`src/rtl/apb_mem_slave_p.sv`:
```
// Purpose: parametrised APB scratch/config RAM slave with byte strobes, error response and error counter.
// Latency: 1 + WAIT_CYCLES cycles from the setup phase to Pready (zero-wait transfer is 2 cycles).
// Backpressure: wait states are inserted by holding Pready low; dropping Pselx mid-access aborts the transfer.
module apb_mem_slave_p #(
    parameter int DATA_W      = 32,
    parameter int ADDR_W      = 32,
    parameter int DEPTH       = 32,
    parameter int WAIT_CYCLES = 0,
    parameter int CNT_W       = 8
) (
    input  logic                  Pclk,
    input  logic                  Prst,
    input  logic [ADDR_W-1:0]     Paddr,
    input  logic                  Pselx,
    input  logic                  Penable,
    input  logic                  Pwrite,
    input  logic [DATA_W-1:0]     Pwdata,
    input  logic [DATA_W/8-1:0]   Pstrb,
    output logic                  Pready,
    output logic                  Pslverr,
    output logic [DATA_W-1:0]     Prdata,
    output logic [CNT_W-1:0]      err_cnt
);

    localparam int NB    = DATA_W / 8;
    localparam int LSB   = $clog2(NB);
    localparam int IDX_W = $clog2(DEPTH);
    // Byte-address limit, one bit wider than Paddr so the compare cannot wrap.
    localparam logic [ADDR_W:0]   LIMIT      = (ADDR_W+1)'(DEPTH * NB);
    // Sub-word address bits; all-zero mask for 8-bit data (every address aligned).
    localparam logic [ADDR_W-1:0] ALIGN_MASK = ADDR_W'((1 << LSB) - 1);

    typedef enum logic {IDLE, ACCESS} state_t;

    state_t               state_q, state_d;
    logic [3:0]           cnt_q;
    logic [IDX_W-1:0]     idx_q;
    logic                 write_q;
    logic                 err_q;
    logic [DATA_W-1:0]    wdata_q;
    logic [NB-1:0]        strb_q;
    logic [DATA_W-1:0]    rdata_q;
    logic [CNT_W-1:0]     err_cnt_q;
    logic [DATA_W-1:0]    mem [DEPTH];

    logic                 setup;
    logic                 complete;
    logic                 in_err;
    logic [IDX_W-1:0]     in_idx;
    logic                 ready;

    // Setup phase is recognised in either state; in ACCESS it restarts the transfer.
    assign setup    = Pselx && !Penable;
    assign in_idx   = Paddr[LSB +: IDX_W];
    assign in_err   = ((Paddr & ALIGN_MASK) != '0) || ({1'b0, Paddr} >= LIMIT);
    assign ready    = (state_q == ACCESS) && (cnt_q == 4'd0);
    assign complete = ready && Pselx && Penable;

    // State register.
    always_ff @(posedge Pclk or negedge Prst) begin
        if (!Prst) state_q <= IDLE;
        else       state_q <= state_d;
    end

    // Next state: IDLE -> ACCESS on setup; ACCESS exits on completion or abort.
    always_comb begin
        state_d = state_q;
        case (state_q)
            IDLE:    if (setup) state_d = ACCESS;
            ACCESS: begin
                if (!Pselx)                          state_d = IDLE;
                else if (Penable && cnt_q == 4'd0)   state_d = IDLE;
                else                                 state_d = ACCESS;
            end
            default: state_d = IDLE;
        endcase
    end

    // Outputs are only meaningful on the Pready cycle, otherwise forced to zero.
    always_comb begin
        Pready  = ready;
        Pslverr = ready && err_q;
        Prdata  = (ready && !write_q && !err_q) ? rdata_q : '0;
        err_cnt = err_cnt_q;
    end

    // Capture the request on setup and count down wait states while the access phase is held.
    always_ff @(posedge Pclk or negedge Prst) begin
        if (!Prst) begin
            cnt_q   <= 4'd0;
            idx_q   <= '0;
            write_q <= 1'b0;
            err_q   <= 1'b0;
            wdata_q <= '0;
            strb_q  <= '0;
            rdata_q <= '0;
        end else if (setup) begin
            cnt_q   <= 4'(WAIT_CYCLES);
            idx_q   <= in_idx;
            write_q <= Pwrite;
            err_q   <= in_err;
            wdata_q <= Pwdata;
            strb_q  <= Pstrb;
            rdata_q <= (!Pwrite && !in_err) ? mem[in_idx] : '0;
        end else if (state_q == ACCESS && Pselx && Penable && cnt_q != 4'd0) begin
            cnt_q   <= cnt_q - 4'd1;
        end
    end

    // Memory array: only a completed, error-free write touches it, lane by lane.
    always_ff @(posedge Pclk or negedge Prst) begin
        if (!Prst) begin
            for (int i = 0; i < DEPTH; i++) mem[i] <= '0;
        end else if (complete && write_q && !err_q) begin
            for (int b = 0; b < NB; b++) begin
                if (strb_q[b]) mem[idx_q][b*8 +: 8] <= wdata_q[b*8 +: 8];
            end
        end
    end

    // Saturating count of completed transfers that returned an error.
    always_ff @(posedge Pclk or negedge Prst) begin
        if (!Prst)                                    err_cnt_q <= '0;
        else if (complete && err_q && err_cnt_q != '1) err_cnt_q <= err_cnt_q + 1'b1;
    end

endmodule
```
`config.mk`:
```
export PLATFORM = sky130hd
export DESIGN_NAME = apb_mem_slave_p
export DESIGN_NICKNAME = d
export VERILOG_FILES = /design/src/rtl/apb_mem_slave_p.sv
export SDC_FILE = /design/constraint.sdc
export NUM_CORES = 2
export LEC_CHECK = 0
export CAP_MARGIN = 20
export CORE_ASPECT_RATIO = 0.8
export CORE_UTILIZATION = 56
export DETAILED_ROUTE_END_ITERATION = 6
export PLACE_DENSITY_LB_ADDON = 0.3
export SETUP_SLACK_MARGIN = 0.02
export SLEW_MARGIN = 20
export SYNTH_ARGS = -nofsm -noshare
export SYNTH_HDL_FRONTEND = slang
export SYNTH_SLANG_ARGS = --single-unit
```
`constraint.sdc`:
```
create_clock -name Pclk -period 2 [get_ports Pclk]
set_input_delay 0.4 -clock Pclk [delete_from_list [all_inputs] [get_ports Pclk]]
set_output_delay 0.4 -clock Pclk [all_outputs]
set_load 0.01 [all_outputs]
```
* Word-level counts from Yosys, hierarchy flattened
Cells that the tools add are included.
Word-level totals: output and inout port bits 42, register bits after elaboration 1112, input port bits 73, word-level logic and storage cells 108
Operators by class: equality and inequality tests 1, multiplexer cells 30, reduce and logical (&&, ||, !) cells 27, add/subtract/negate cells 2, bitwise operators 3, $lt $le $gt $ge 4
Operators with widths (number):
- 1024-bit two-way mux | 7
- 1024-bit bitwise mux | 4
- 32-bit demux with 5-bit select | 4
- 32-bit binary-select mux with 5-bit select | 1
- 32-bit two-way mux | 5
- 32-bit by 8-bit greater-or-equal comparator with 1-bit output, second input constant | 1
- 32-bit nonzero test | 1
- 24-bit two-way mux | 1
- 1-bit logical AND | 17
- 16-bit two-way mux | 1
- 6-bit greater-or-equal comparator, second input constant | 2
- 5-bit inverter with 6-bit output | 2
- 8-bit by 1-bit adder with 8-bit output, second input constant | 1
- 4-bit two-way mux | 2
- 8-bit two-way mux | 1
- 8-bit inequality test, second input constant | 1
- 6-bit by 1-bit less-than comparator with 1-bit output, second input constant | 1
- 1-bit logical NOT | 5
- 4-bit logical NOT | 1
- 4-bit nonzero test | 1
- 4-bit by 1-bit subtractor with 4-bit output, second input constant | 1
- 1-bit two-way mux | 3
- 1-bit one-hot mux with 2 select lines | 1
- 2-bit nonzero test | 1
- 2 further kinds | 2

* Logic depth before layout (Yosys ltp)
depth in word-level cells 16, gate-level depth with buffers 9, mapped depth without buffers 6

* Worst setup path after synthesis
Ideal clock, no wire load.
path type register to output, start reg cnt_q[0], end out Prdata[10], stages on the path, launching flop included 8, arrival 1.784 ns, buffers on the path 2, slack -0.184 ns, cells stage by stage dfrtp_1 inv_1 ha_1 and4bb_1 buf_2 nor3b_1 clkbuf_1 and2_1
Between the ends: cells in the longest elaborated chain, start to end 5
Ends and longest elaborated chain:
- start, declared | RTL line 36 | logic [3:0] cnt_q;
- start signal, assigned | RTL line 98 | cnt_q <= 4'(WAIT_CYCLES);
- start signal, assigned | RTL line 106 | cnt_q <= cnt_q - 4'd1;
- 4-bit logical NOT | RTL line 56 | assign ready = (state_q == ACCESS) && (cnt_q == 4'd0);
- 1-bit logical AND | RTL line 56
- via Pready | RTL line 19 | output logic Pready,
- 1-bit logical AND (2 in a row) | RTL line 83 | Prdata = (ready && !write_q && !err_q) ? rdata_q : '0;
- 32-bit two-way mux | RTL line 83
- end, declared | RTL line 21 | output logic [DATA_W-1:0] Prdata,
The timed path passes the listed nets, and every way through them passes these cells.

* Worst setup path in the final report
start reg cnt_q[1], end out Prdata[14]
Between the ends: cells in the longest elaborated chain, start to end 5
Ends and longest elaborated chain (RTL line):
- 4-bit logical NOT | 56
- 1-bit logical AND | 56
- 1-bit logical AND (2 in a row) | 83
- 32-bit two-way mux | 83
No other way between the ends.

==> flow_summary.ini <==
[outcome]
outcome = complete, but fails checks
failed_checks = negative setup slack

[synthesis]
synth_edf_count = 0
ys_ff_latch = 1112
synthTopCellsByArea = dfrtp_1 (54%), mux2_2 (20%), mux4_2 (11%)
synth_cells = 3387
seq_area_frac_synth = 0.543
avgSynthCellArea_um2 = 15.1
post-synth-top-count-cell = dfrtp_1
synthTopCellsByCount = dfrtp_1 (1112), mux2_2 (915), mux4_2 (256), nand2_1 (198), clkbuf_1 (161)
syn_area_mm2 = 0.0513
synth_top_cell_area_share = 0.543
yosysTopAreaCell = dfrtp_1
synthFlopType = dfrtp_1
async_reset_ff_frac = 1.00
synth_cell_types = 43
syn_nets = 3462
ys.warnings.count = 0

[floorplanning]
fp.dieH_um = 273
io_pins = 115
num_rows = 98
coreArea_mm2 = 0.0900
start_util = 0.570
die_area_mm2 = 0.0928
die_x_um = 340

[drt]
drt-total-wl_um = 144000
avgViaCountPerCell = 6.36
wl_per_cell_um = 28.2
ant_nets = 0
first_iter_violations = 3030
firstDrtPassIters = 6
vias = 32400
drc_errors = 0

[setup_path]
cp_max_fo = 5
critical_path.max_stage_delay_ns = 0.40
crit_arrival_ns = 2.49
path_cells = inv_2, ha_4, and4bb_2, nor3b_4, buf_6, buf_8, and2_4, buf_6
crit_top_cell = buf_6
slowest_stage = dfrtp_1
crit_type = register to output port
cp.required_ns = 1.60
crit_start = cnt_q[1]
rr_startpoint = cnt_q[1]
path_buf_inv = 4
start_kind = register
end_kind = output port
crit_family = simple AND/OR/NAND/NOR gates

[power]
vdd_drop_max_mv = 0.768
leakagePower_nw = 30.1
powerDensity_mw_per_mm2 = 772

[sta]
worst_slack_ns = -0.892
rsz0062_at_grt = true
worstMarginPinSlew_ns = 1.08
finalCritPeriodShare = 1.45
setup_violations = 1074
max_freq_mhz = 346
relSlewSlack = 0.277
report.final.hold_viol_count = 0
fin_skew_ns = 0.0277
period_minus_slack_ns = 2.89
slew_violations = 0

[clock_network]
htree_num_levels = 3
cts_tree = built
clockBufferDepth = 3
numCtsBuffers = 108
cts.clk_slew.worst_paths_ns = 0.06
clk_latency_ns = 0.70
cts-root-buf = clkbuf_16
clock_sinks = 1112

[placement]
dp.cells = 4845
port_buffers = 114
hpwl_um = 96200
dp_slack_ns = -0.773
gp_congestion = 1.04

[global_routing]
overflow = 0
grt_pass1_vias = 34900
antenna_found_initial = 1
grt_max_degree = 93
grtUsageTotal = 0.313
grt_pass1_wl_um = 219000

[finish]
num_antenna_cells = 0
layout-drive-gt1-share = 0.519
nets = 3886
fin_cells = 5097
syn_to_final_growth_pct = 22.6
utilization = 0.699
fillers = 5688

[job]
maxCapViolCount = 0

[worst_hold_path]
hold_path.startpoint = Pwdata[18]
hold_class = primary input to register
[flip-flops by register name (all words and copies together), names as in the netlist]
| name | count |
|---|---|
| cnt_q | 4 |
| write_q | 1 |
| err_cnt | 8 |
| err_q | 1 |
| rdata_q | 32 |
| idx_q | 5 |
| mem | 1024 |
| state_q | 1 |
| wdata_q | 32 |
| strb_q | 4 |
[worst min-delay path: cells and delay by family]
family                 cells  cell delay (ns)
AND/OR/NAND/NOR            2             0.10
buffers and inverters      1             0.39
[what timing repair did]
action / CTS / global route
setup buffers: 30 / 14
hold buffers: 1 / 0
endpoints found under the hold margin: 319 / 0
gates cloned: 4 / 7
pin swaps: 26 / 16
endpoints found under the setup margin: 1072 / 1074
resized for setup: 253 / 37
[cells in the final DEF, fill, tap and decap left out, drive strengths merged, types with 31 or more instances in the layout]
master         Yosys  layout
nand2            234     234
mux2            1036    1036
o22ai             31      31
nor2              98      98
mux2i             61      61
clkbuf           161     155
a2111oi           34      34
buf               83     476
clkdlybuf4s50      0      75
clkinv            31      58
and2              65      65
dfrtp           1112    1112
mux4             256     256
[cells by family (layout without fill, tap and decap cells)]
logic type,Yosys count,after routing,share of synthesized area
AO/OA/AOI/OAI,135,135,0.0211
XOR/XNOR,8,8,0.00137
buffers and inverters,280,790,0.0248
AND/OR/NAND/NOR,497,497,0.0575
adder cells (fa/ha/maj),2,2,0.000488
flip-flops,1112,1112,0.543
multiplexers,1353,1353,0.352
[through the flow]
step / area (µm²) / hold WS [ns] / power [mW] / setup TNS, ns
2_1_floorplan: 51600 / 0.104 / 24.8 / -0.0384
6_report: 62900 / 0.232 / 48.5 / -519.93
3_3_place_gp: 57700 / 0.460 / 26.7 / -682.81
3_5_place_dp: 57700 / 0.471 / 26.8 / -711.90
4_1_cts: 62400 / 0.206 / 48.6 / -429.96
5_1_grt: 62900 / 0.240 / 49.8 / -563.80
[path summary, 6_finish.rpt]
| check | endpoint | slack, ns | cells after the start |
|---|---|---|---|
| min in group asynchronous | mem[508] | 0.42 | 3 |
| max in group asynchronous | mem[13] | 0.80 | 4 |
| worst min register to register | mem[126] | 0.48 | 1 |
| worst max register to register | mem[651] | -0.61 | 12 |
| worst max-delay path | Prdata[14] | -0.89 | 8 |
| worst min-delay path | wdata_q[18] | 0.23 | 3 |
[layer usage]
metal / routed length (µm) / track usage
met3: 10100 / 0.0636
met2: 68800 / 0.496
met5: 0 / 0
met4: 4440 / 0.0969
met1: 60400 / 0.438
[final cells by class]
class                      count  area [µm²]  share of cell area
sequential                  1112       27800               0.443
multi-input combinational   1995       22700               0.360
timing repair buffer         558        6920               0.110
clock buffer                 150        3190              0.0508
tap                         1200        1500              0.0239
clock inverter                46         621             0.00987
inverter                      36         135             0.00215
[where the power goes]
| part | switching [mW] | internal [mW] | total, mW |
|---|---|---|---|
| Clock | 8.85 | 13.0 | 21.9 |
| Combinational | 2.24 | 1.32 | 3.56 |
| Sequential | 0.440 | 22.6 | 23.1 |
| Total | 11.5 | 37.0 | 48.5 |
Power figures use the tool's default switching activity.
